**config.mk**
```make
export PLATFORM = sky130hd
export DESIGN_NAME = uart_fifo_core_flat
export DESIGN_NICKNAME = d
export VERILOG_FILES = /design/src/rtl/uart_fifo_core_if.sv /design/src/rtl/uart_fifo_core.sv /design/src/flat_wrapper.sv
export SDC_FILE = /design/constraint.sdc
export NUM_CORES = 1
export LEC_CHECK = 0
export ABC_AREA = 1
export CORE_UTILIZATION = 40
export CTS_CLUSTER_DIAMETER = 200
export CTS_CLUSTER_SIZE = 16
export DETAILED_ROUTE_END_ITERATION = 12
export GPL_TIMING_DRIVEN = 0
export PLACE_DENSITY = 0.54
export SLEW_MARGIN = 25
export SYNTH_ARGS = -nofsm -noshare
export SYNTH_HDL_FRONTEND = slang
export SYNTH_SLANG_ARGS = --single-unit
```
**constraint.sdc**
```tcl
create_clock -name CLK -period 5.7 [get_ports CLK]
set_clock_uncertainty 0.1 [all_clocks]
set_input_delay 0.855 -clock CLK [delete_from_list [all_inputs] [get_ports CLK]]
set_output_delay 0.855 -clock CLK [all_outputs]
set_load 0.02 [all_outputs]
```
**src/rtl/uart_fifo_core_if.sv**
```systemverilog
// Host-side strobe/data bus of uart_fifo_core: write/read strobes, TX/RX bytes and FIFO ready flags.
interface uart_fifo_core_if;
  logic       CSN, WEN, OEN;
  logic [7:0] DATA_IN, DATA_OUT;
  logic       TXRDY, RXRDY;

  modport master (output CSN, WEN, OEN, DATA_IN, input DATA_OUT, TXRDY, RXRDY);
  modport slave  (input CSN, WEN, OEN, DATA_IN, output DATA_OUT, TXRDY, RXRDY);
endinterface

```
**src/rtl/uart_fifo_core.sv**
```systemverilog
// Full-duplex UART with TX/RX FIFOs, runtime frame format (5-8 bits, parity, 1/2 stop),
// shared 16x baud tick and sticky error flags.
module uart_fifo_core #(
  parameter int FIFO_DEPTH_TX = 16,
  parameter int FIFO_DEPTH_RX = 16,
  parameter int RX_THRESH     = 8
) (
  input  logic                             CLK,
  input  logic                             RESET_N,
  uart_fifo_core_if.slave                  bus,
  input  logic [12:0]                      BAUD_VAL,
  input  logic [1:0]                       DATA_LEN,
  input  logic                             PARITY_EN,
  input  logic                             ODD_N_EVEN,
  input  logic                             STOP2,
  input  logic                             CLR_ERR,
  input  logic                             RX,
  output logic                             TX,
  output logic                             TX_EMPTY,
  output logic                             RX_THR,
  output logic [$clog2(FIFO_DEPTH_RX):0]   RX_LEVEL,
  output logic                             PARITY_ERR,
  output logic                             FRAMING_ERR,
  output logic                             OVERFLOW
);
  localparam int TAW = $clog2(FIFO_DEPTH_TX);
  localparam int RAW = $clog2(FIFO_DEPTH_RX);

  typedef enum logic [2:0] {S_IDLE, S_LOAD, S_START, S_DATA, S_PAR, S_STOP} state_e;

  // Baud generator
  logic [12:0] baud_q, baud_d;
  logic        tick;
  assign tick   = (baud_q == '0);
  assign baud_d = tick ? BAUD_VAL : baud_q - 13'd1;
  always_ff @(posedge CLK)
    if (!RESET_N) baud_q <= '0;
    else          baud_q <= baud_d;

  // TX FIFO
  logic [7:0]   txm_q [FIFO_DEPTH_TX];
  logic [TAW-1:0] txw_q, txr_q;
  logic [TAW:0] txc_q;
  logic         tx_full, tx_push, tx_pop;
  state_e       txs_q;

  assign tx_full = (txc_q == (TAW+1)'(FIFO_DEPTH_TX));
  assign tx_push = !bus.CSN && !bus.WEN && !tx_full;
  assign tx_pop  = (txs_q == S_IDLE) && (txc_q != '0);

  always_ff @(posedge CLK)
    if (tx_push) txm_q[txw_q] <= bus.DATA_IN;

  always_ff @(posedge CLK) begin
    if (!RESET_N) begin
      txw_q <= '0; txr_q <= '0; txc_q <= '0;
    end else begin
      if (tx_push) txw_q <= txw_q + 1'b1;
      if (tx_pop)  txr_q <= txr_q + 1'b1;
      case ({tx_push, tx_pop})
        2'b10:   txc_q <= txc_q + 1'b1;
        2'b01:   txc_q <= txc_q - 1'b1;
        default: ;
      endcase
    end
  end

  // Transmitter; the frame format is captured at load so config edits hit the next frame
  logic [7:0] txsh_q, tx_byte;
  logic [4:0] txt_q, txt_end;
  logic [2:0] txb_q, tx_last;
  logic [1:0] txlen_q;
  logic       txpar_q, txpe_q, txst2_q, tx_q;

  assign tx_byte = txm_q[txr_q] & (8'hFF >> (2'd3 - DATA_LEN));
  assign tx_last = 3'd4 + {1'b0, txlen_q};
  assign txt_end = (txs_q == S_STOP && txst2_q) ? 5'd31 : 5'd15;

  always_ff @(posedge CLK) begin
    if (!RESET_N) begin
      txs_q <= S_IDLE; tx_q <= 1'b1; txt_q <= '0; txb_q <= '0; txsh_q <= '0;
      txpar_q <= 1'b0; txlen_q <= '0; txpe_q <= 1'b0; txst2_q <= 1'b0;
    end else begin
      case (txs_q)
        S_IDLE: if (tx_pop) begin
          txs_q   <= S_LOAD;
          txsh_q  <= tx_byte;
          txpar_q <= ^tx_byte ^ ODD_N_EVEN;
          txlen_q <= DATA_LEN;
          txpe_q  <= PARITY_EN;
          txst2_q <= STOP2;
        end
        S_LOAD: if (tick) begin
          txs_q <= S_START; tx_q <= 1'b0; txt_q <= '0;
        end
        default: if (tick) begin
          if (txt_q != txt_end) txt_q <= txt_q + 5'd1;
          else begin
            txt_q <= '0;
            case (txs_q)
              S_START: begin
                txs_q <= S_DATA; txb_q <= '0; tx_q <= txsh_q[0]; txsh_q <= txsh_q >> 1;
              end
              S_DATA:
                if (txb_q != tx_last) begin
                  txb_q <= txb_q + 3'd1; tx_q <= txsh_q[0]; txsh_q <= txsh_q >> 1;
                end else if (txpe_q) begin
                  txs_q <= S_PAR; tx_q <= txpar_q;
                end else begin
                  txs_q <= S_STOP; tx_q <= 1'b1;
                end
              S_PAR:   begin txs_q <= S_STOP; tx_q <= 1'b1; end
              default: begin txs_q <= S_IDLE; tx_q <= 1'b1; end
            endcase
          end
        end
      endcase
    end
  end

  assign TX          = tx_q;
  assign TX_EMPTY    = (txc_q == '0) && (txs_q == S_IDLE);
  assign bus.TXRDY   = !tx_full;

  // Receiver: all samples come from the synchronised line rs2_q
  logic       rs1_q, rs2_q, rprev_q, rxpb_q;
  logic [3:0] rxt_q;
  logic [2:0] rxb_q, rx_last;
  logic [7:0] rxsh_q, rx_byte;
  logic       rx_mid, rx_stop;
  state_e     rxs_q;

  assign rx_last = 3'd4 + {1'b0, DATA_LEN};
  assign rx_mid  = tick && (rxt_q == 4'd7);
  assign rx_stop = (rxs_q == S_STOP) && rx_mid;
  assign rx_byte = rxsh_q >> (2'd3 - DATA_LEN);

  always_ff @(posedge CLK) begin
    if (!RESET_N) begin
      rs1_q <= 1'b1; rs2_q <= 1'b1; rprev_q <= 1'b1;
      rxs_q <= S_IDLE; rxt_q <= '0; rxb_q <= '0; rxsh_q <= '0; rxpb_q <= 1'b0;
    end else begin
      rs1_q <= RX; rs2_q <= rs1_q; rprev_q <= rs2_q;
      case (rxs_q)
        S_IDLE: if (rprev_q && !rs2_q) begin rxs_q <= S_START; rxt_q <= '0; end
        S_START, S_DATA, S_PAR, S_STOP: if (tick) begin
          rxt_q <= rxt_q + 4'd1;
          if (rx_mid) begin
            if (rxs_q == S_START && rs2_q) rxs_q <= S_IDLE;
            if (rxs_q == S_DATA)           rxsh_q <= {rs2_q, rxsh_q[7:1]};
            if (rxs_q == S_PAR)            rxpb_q <= rs2_q;
            if (rxs_q == S_STOP)           rxs_q <= S_IDLE;
          end
          if (rxt_q == 4'd15) begin
            if (rxs_q == S_START) begin
              rxs_q <= S_DATA; rxb_q <= '0;
            end else if (rxs_q == S_DATA) begin
              if (rxb_q != rx_last) rxb_q <= rxb_q + 3'd1;
              else                  rxs_q <= PARITY_EN ? S_PAR : S_STOP;
            end else if (rxs_q == S_PAR) begin
              rxs_q <= S_STOP;
            end
          end
        end
        default: rxs_q <= S_IDLE;
      endcase
    end
  end

  // RX FIFO, first-word-fall-through
  logic [7:0]     rxm_q [FIFO_DEPTH_RX];
  logic [RAW-1:0] rxw_q, rxr_q;
  logic [RAW:0]   rxc_q;
  logic           rx_full, rx_push, rx_pop;

  assign rx_full = (rxc_q == (RAW+1)'(FIFO_DEPTH_RX));
  assign rx_push = rx_stop && !rx_full;
  assign rx_pop  = !bus.CSN && !bus.OEN && (rxc_q != '0);

  always_ff @(posedge CLK)
    if (rx_push) rxm_q[rxw_q] <= rx_byte;

  always_ff @(posedge CLK) begin
    if (!RESET_N) begin
      rxw_q <= '0; rxr_q <= '0; rxc_q <= '0;
    end else begin
      if (rx_push) rxw_q <= rxw_q + 1'b1;
      if (rx_pop)  rxr_q <= rxr_q + 1'b1;
      case ({rx_push, rx_pop})
        2'b10:   rxc_q <= rxc_q + 1'b1;
        2'b01:   rxc_q <= rxc_q - 1'b1;
        default: ;
      endcase
    end
  end

  assign bus.RXRDY    = (rxc_q != '0);
  assign bus.DATA_OUT = (rxc_q != '0) ? rxm_q[rxr_q] : 8'h00;
  assign RX_LEVEL     = rxc_q;
  assign RX_THR       = (rxc_q >= (RAW+1)'(RX_THRESH));

  // Sticky errors; a set in the same cycle as CLR_ERR wins
  logic pe_q, fe_q, ov_q;
  always_ff @(posedge CLK) begin
    if (!RESET_N) begin
      pe_q <= 1'b0; fe_q <= 1'b0; ov_q <= 1'b0;
    end else begin
      pe_q <= (rx_stop && PARITY_EN && (rxpb_q != (^rx_byte ^ ODD_N_EVEN))) || (pe_q && !CLR_ERR);
      fe_q <= (rx_stop && !rs2_q) || (fe_q && !CLR_ERR);
      ov_q <= (rx_stop && rx_full) || (ov_q && !CLR_ERR);
    end
  end

  assign PARITY_ERR  = pe_q;
  assign FRAMING_ERR = fe_q;
  assign OVERFLOW    = ov_q;
endmodule

```
**src/flat_wrapper.sv**
```systemverilog
// flat-port wrapper written by rule: the top's interface ports become plain ports
module uart_fifo_core_flat 
#(
  parameter int FIFO_DEPTH_TX = 16,
  parameter int FIFO_DEPTH_RX = 16,
  parameter int RX_THRESH     = 8
)
  (CLK, RESET_N, BAUD_VAL, DATA_LEN, PARITY_EN, ODD_N_EVEN, STOP2, CLR_ERR, RX, TX, TX_EMPTY, RX_THR, RX_LEVEL, PARITY_ERR, FRAMING_ERR, OVERFLOW, bus_CSN, bus_WEN, bus_OEN, bus_DATA_IN, bus_DATA_OUT, bus_TXRDY, bus_RXRDY);
  uart_fifo_core_if bus_i ();
  input  logic CLK;
  input  logic RESET_N;
  input  logic [12:0] BAUD_VAL;
  input  logic [1:0] DATA_LEN;
  input  logic PARITY_EN;
  input  logic ODD_N_EVEN;
  input  logic STOP2;
  input  logic CLR_ERR;
  input  logic RX;
  output logic TX;
  output logic TX_EMPTY;
  output logic RX_THR;
  output logic [$clog2(FIFO_DEPTH_RX):0] RX_LEVEL;
  output logic PARITY_ERR;
  output logic FRAMING_ERR;
  output logic OVERFLOW;
  input wire logic [$bits(bus_i.CSN)-1:0] bus_CSN;
  input wire logic [$bits(bus_i.WEN)-1:0] bus_WEN;
  input wire logic [$bits(bus_i.OEN)-1:0] bus_OEN;
  input wire logic [$bits(bus_i.DATA_IN)-1:0] bus_DATA_IN;
  output wire logic [$bits(bus_i.DATA_OUT)-1:0] bus_DATA_OUT;
  output wire logic [$bits(bus_i.TXRDY)-1:0] bus_TXRDY;
  output wire logic [$bits(bus_i.RXRDY)-1:0] bus_RXRDY;
  assign bus_i.CSN = bus_CSN;
  assign bus_i.WEN = bus_WEN;
  assign bus_i.OEN = bus_OEN;
  assign bus_i.DATA_IN = bus_DATA_IN;
  assign bus_DATA_OUT = bus_i.DATA_OUT;
  assign bus_TXRDY = bus_i.TXRDY;
  assign bus_RXRDY = bus_i.RXRDY;
  uart_fifo_core #(.FIFO_DEPTH_TX(FIFO_DEPTH_TX), .FIFO_DEPTH_RX(FIFO_DEPTH_RX), .RX_THRESH(RX_THRESH)) u_core (.CLK(CLK), .RESET_N(RESET_N), .bus(bus_i), .BAUD_VAL(BAUD_VAL), .DATA_LEN(DATA_LEN), .PARITY_EN(PARITY_EN), .ODD_N_EVEN(ODD_N_EVEN), .STOP2(STOP2), .CLR_ERR(CLR_ERR), .RX(RX), .TX(TX), .TX_EMPTY(TX_EMPTY), .RX_THR(RX_THR), .RX_LEVEL(RX_LEVEL), .PARITY_ERR(PARITY_ERR), .FRAMING_ERR(FRAMING_ERR), .OVERFLOW(OVERFLOW));
endmodule
```
Word level (Yosys, flattened, before mapping). Memories as Yosys holds them, arrays and structs flattened. A register that Yosys moved wholly into a read port is not among the register bits. Index checks and enable logic that the tools add are counted.

Bits in registers: 89. Bits in writable memories: 256. Bits of input ports: 33. Output and inout port bits: 21. Logic and storage cells: 202. Memories: 2.

$add $sub $neg: 16. Order comparisons: 1. Eq/ne operators: 31. Shift operators: 2. Mux-type cells: 58. Bitwise operators: 7. Reduce and logical (&&, ||, !) cells: 58.

Memories: u_core.rxm_q (words 16, width 8, rd ports 1, clocked after Yosys merged registers in 1, wr ports 1, RTL line uart_fifo_core.sv:171) `logic [7:0] rxm_q [FIFO_DEPTH_RX];`; u_core.txm_q (words 16, width 8, rd ports 1, clocked after Yosys merged registers in 1, wr ports 1, RTL line uart_fifo_core.sv:41) `logic [7:0] txm_q [FIFO_DEPTH_TX];`.

Operator list (number): 3-bit 2-to-1 mux (19); 8-bit 2-to-1 mux (5); 8-bit case mux with 2 select lines (2); 5-bit case mux with 2 select lines (3); 4-bit 2-to-1 mux (6); 4-bit by 1-bit adder with 4-bit output (second input constant) (5); 5-bit 2-to-1 mux (4); 1-bit logical AND (19); 3-bit case mux with 2 select lines (3); 8-bit parity (2); 5-bit by 1-bit adder with 5-bit output (second input constant) (3); 5-bit AND reduction (3); 2-bit nonzero test (7); 13-bit logical NOT (1); 13-bit 2-to-1 mux (1); 13-bit by 1-bit subtractor with 13-bit output (second input constant) (1); 3-bit by 2-bit == test with 1-bit output (second input constant) (4); 3-bit == test (second input constant) (4); 2-bit by 1-bit != test with 1-bit output (second input constant) (6); 1-bit 2-to-1 mux (11); 5-bit == test (second input constant) (2); 5-bit nonzero test (2); 5-bit by 1-bit subtractor with 5-bit output (second input constant) (2); 3-bit case mux with 3 select lines (1); 34 further kinds (57).

Depth between registers and ports, before layout.
Depth after elaboration: 11. Depth in mapped cells: 20.

Worst setup path before layout. OpenSTA, ideal clock, no wires.

Kind: input-to-reg. Start: input port DATA_LEN[0]. End: register u_core.pe_q, in the netlist u_core.PARITY_ERR. Library setup time: 0.112 ns. Arrival time: 2.708 ns. Required time: 5.488 ns. Setup slack: 2.780 ns. Stages on the path: 11. Buffers on the path: 2. Path through: buf_4 > buf_6 > o21ai_0 > o21ai_0 > xnor2_1 > xnor2_1 > or2_1 > nand3b_1 > nand2_1 > nand2_1 > nand2_1.

Word-level cells in the longest chain between the ends: 7.

Ends and longest elaborated chain: from (decl) (RTL line flat_wrapper.sv:13) `input logic [1:0] DATA_LEN;`; 2-bit subtractor (RTL line uart_fifo_core.sv:136) `assign rx_byte = rxsh_q >> (2'd3 - DATA_LEN);`; 8-bit by 2-bit >> shifter with 8-bit output (RTL line uart_fifo_core.sv:136); via u_core.rx_byte[0] (RTL line uart_fifo_core.sv:129) `logic [7:0] rxsh_q, rx_byte;`; 8-bit parity (RTL line uart_fifo_core.sv:208) `pe_q <= (rx_stop && PARITY_EN && (rxpb_q != (^rx_byte ^ ODD_N_EVEN))) || (pe_q && !CLR_ERR);`; 1-bit XOR (RTL line uart_fifo_core.sv:208); 1-bit != test (RTL line uart_fifo_core.sv:208); 1-bit logical AND (RTL line uart_fifo_core.sv:208); 1-bit logical OR (RTL line uart_fifo_core.sv:208); to (signal assigned) (RTL line uart_fifo_core.sv:208); to (decl) (RTL line uart_fifo_core.sv:203) `logic pe_q, fe_q, ov_q;`.

The timed path passes the listed nets, and every way through them passes these cells. A chain may end at the register's enable or synchronous reset.

==> metrics <==
WL/cell=18.3 um; RSZ-0062 raised after global routing=false; most used cell, CP=clkbuf_1; Worst R2R Setup Slack=2.16 ns; Max H-tree Level=1; Finished Cell Area=0.0174 mm^2; placed standard-cell area=0.0166 mm^2; Max-Cap Viols=0; clock sink count=353; fin cells=2150; Synth area leaders=edfxtp_1, dfxtp_1, nand2_1; number of warnings issued by yosys=0; Worst VDD drop=0.000232 V; slowest stage delay, CP=0.66 ns; Worst Reg-to-Reg Cells=20; reg2reg start=u_core.baud_q[0]; Netlist cell types=51; GRT Util Overall=20.2%; Clock Latency Late Sink=0.56 ns; Max Transition Viols Final=0; Initial Util=40.7%; Cells after Synth=1538; register bit total from synthesis=353; clock buffer count from CTS=26; CP Buf/Inv Count=3; DRT Wirelength=39.3 mm; Setup Fix Bufs, Post-CTS=0; power density over the cells=376 mW/mm^2; I/O Buffers=51; I/O Pins=54; Setup CP Type=flop to output port; post-synth top area cell=edfxtp_1; Fin. Hold Viols=0; Final Util=46.0%; min-delay src=u_core.rs1_q; Initial DRC Count=869; Arr. time, crit path=3.33 ns; area added between synthesis and finish=13.0%; routability cong.=0.831; slowest stage cell, crit path=clkdlybuf4s50_1; cell family with most CP delay=buffers and inverters; Syn Nets=1594; maximum clock insertion buffer count=3; Lkg Pwr=0.00637 uW; first-pass GRT wire length=60.6 mm; DRC=0; Critical Path RT=4.74 ns; mean post-synth cell area=10.0 um^2; period utilisation layout=75.2%; sequential standard cell area=0.00963 mm^2; detailed placement HPWL=26.8 mm; die footprint=0.0392 mm^2; DR vias=11.2k; share of cells above drive strength 1=5.67%; DIE HEIGHT=198 um; filler cell count in the final layout=3612; final setup TNS=0 ns; clock slew at reported path FFs=0.07 ns; worst hold path class=flop to flop; hold buffers post-CTS=0; Crit. path cell count=7; Nets=1677; CP endpoint kind=output port; Hold Slack=0.343 ns; largest net degree at the start of global routing=18; Core Region=0.0378 mm^2; crit path to=bus_DATA_OUT[5]; final setup fails=0; share of Yosys cell area claimed by the top area cell type=50.0%; worst-path cell chain=clkbuf_1 -> clkbuf_1 -> nor2_1 -> o221ai_1 -> nand3_1 -> a21oi_1 -> clkdlybuf4s50_1; reg2reg end=u_core.RX_LEVEL[4]; status=finished, final reports clean; die width=198 um; initial antenna violation count=0; Worst Path Max Fanout=10; ANT cells=0; Fmax achieved=0.233 GHz; Vias/cell=5.21; placed insts=2104; CTS root buffer=clkbuf_16; most frequent cells in the layout=edfxtp_1, nand2_1, nor2_1, o21ai_0, inv_1; Slew headroom=36.9%; grt ovf=0; CTS tree=built; Detail Route Antenna Nets=0; Detailed Routing Iterations Pass 1=5; leading cell type in the layout, fill and taps excluded=edfxtp_1; Tightest Pin Transition=0.942 ns; vias in the first global route=10.6k; sequential share of the synthesized area=62.6%; post-CTS resize count=0; Worst Setup Start Kind=flop; row count=71; synthesized area=0.0154 mm^2; multi-input logic area=0.00489 mm^2; final worst path period need=4.29 ns
registers in the layout, indices dropped and copies added, names as in the netlist, 4 cells and up, named ones only:
signal           flops
u_core.rxr_q         4
u_core.rxt_q         4
u_core.baud_q       13
u_core.txw_q         4
u_core.txc_q         5
u_core.rxw_q         4
u_core.txm_q       128
u_core.rxm_q       128
u_core.txt_q         5
u_core.txr_q         4
u_core.txsh_q        8
u_core.RX_LEVEL      5
u_core.rxsh_q        8
cell usage after synthesis (all sizes together):
| cell type | n |
|---|---|
| o22ai | 6 |
| nor3 | 13 |
| mux2i | 1 |
| or2 | 3 |
| o21ai | 176 |
| o21bai | 1 |
| o211ai | 11 |
| fa | 1 |
| o31ai | 3 |
| nor2 | 228 |
| o32ai | 1 |
| edfxtp | 256 |
| inv | 148 |
| o221ai | 28 |
| nand3b | 2 |
| a21oi | 71 |
| buf | 27 |
| nand4 | 7 |
| or3 | 1 |
| a311oi | 1 |
| clkinv | 1 |
| a211oi | 11 |
| a41oi | 1 |
| dfxtp | 97 |
| nand3 | 94 |
| clkbuf | 40 |
| o311ai | 2 |
| nor3b | 5 |
| xnor2 | 8 |
| a31oi | 7 |
| nand2 | 244 |
| o211a | 2 |
| ha | 22 |
| nor4 | 4 |
| xor2 | 15 |
cell type report:
class,instances,area share [%]
multi-input combinational,969,28.2
clock buffer,44,4.26
timing repair buffer,55,3.20
sequential,353,55.4
clock inverter,2,0.194
buffer,67,1.86
inverter,149,3.22
tap,511,3.68
metal layers:
metal | track usage [%] | share of wire, %
met4 | 4.13 | 1.7
met5 | 0 | 0
met1 | 27.9 | 45
met3 | 1.77 | 4.9
met2 | 34.7 | 48
report_power, final:
part / internal (uW) / leakage [uW] / total, uW / switching (uW)
clock: 910 / 0.000373 / 1800 / 894
combinational: 580 / 0.00287 / 1770 / 1190
sequential: 2870 / 0.00313 / 2960 / 89.5
total: 4360 / 0.00637 / 6530 / 2170
worst register-to-register path, stage by stage, from the launching register on:
cell and delay (ns):
dfxtp_1 0.32, inv_1 0.06, ha_1 0.26, nand2_2 0.12, nor3_4 0.19, nand2_2 0.11, nor2_4 0.10, nand2_1 0.18
nor2_4 0.20, nand2_2 0.15, ha_1 0.30, xor2_1 0.21, ha_1 0.17, inv_1 0.04, nand2_1 0.08, nand2_1 0.06
o21ai_0 0.24, o21ai_0 0.12, a21oi_1 0.19, o21ai_0 0.11, a21oi_1 0.14
how the worst min path moves through the flow:
stage	slack, ns	endpoint	cells past startpoint
final	0.34	u_core.rs2_q	1
after detailed placement	0.32	u_core.rs2_q	1
after global routing	0.36	u_core.rs2_q	1
after CTS	0.34	u_core.rs2_q	1
after floorplan	0.29	u_core.rs2_q	1
after global placement	0.30	u_core.rs2_q	1
logic make-up after synthesis:
logic type | after synthesis | synth area share (%)
AO/OA/AOI/OAI | 321 | 12.0
XOR/XNOR | 23 | 1.31
adder cells (fa/ha/maj) | 23 | 1.92
buffers and inverters | 216 | 5.74
flip-flops | 353 | 62.6
multiplexers | 1 | 0.0651
AND/OR/NAND/NOR | 601 | 16.4
metrics by stage:
step	worst slack (ns)	total power, uW
4_1_cts	1.36	6560
5_1_grt	1.23	6870
3_5_place_dp	1.98	4780
2_1_floorplan	2.78	4230
3_3_place_gp	1.01	4750
6_report	1.41	6530
Note: power is estimated with default switching activity, not from simulation.
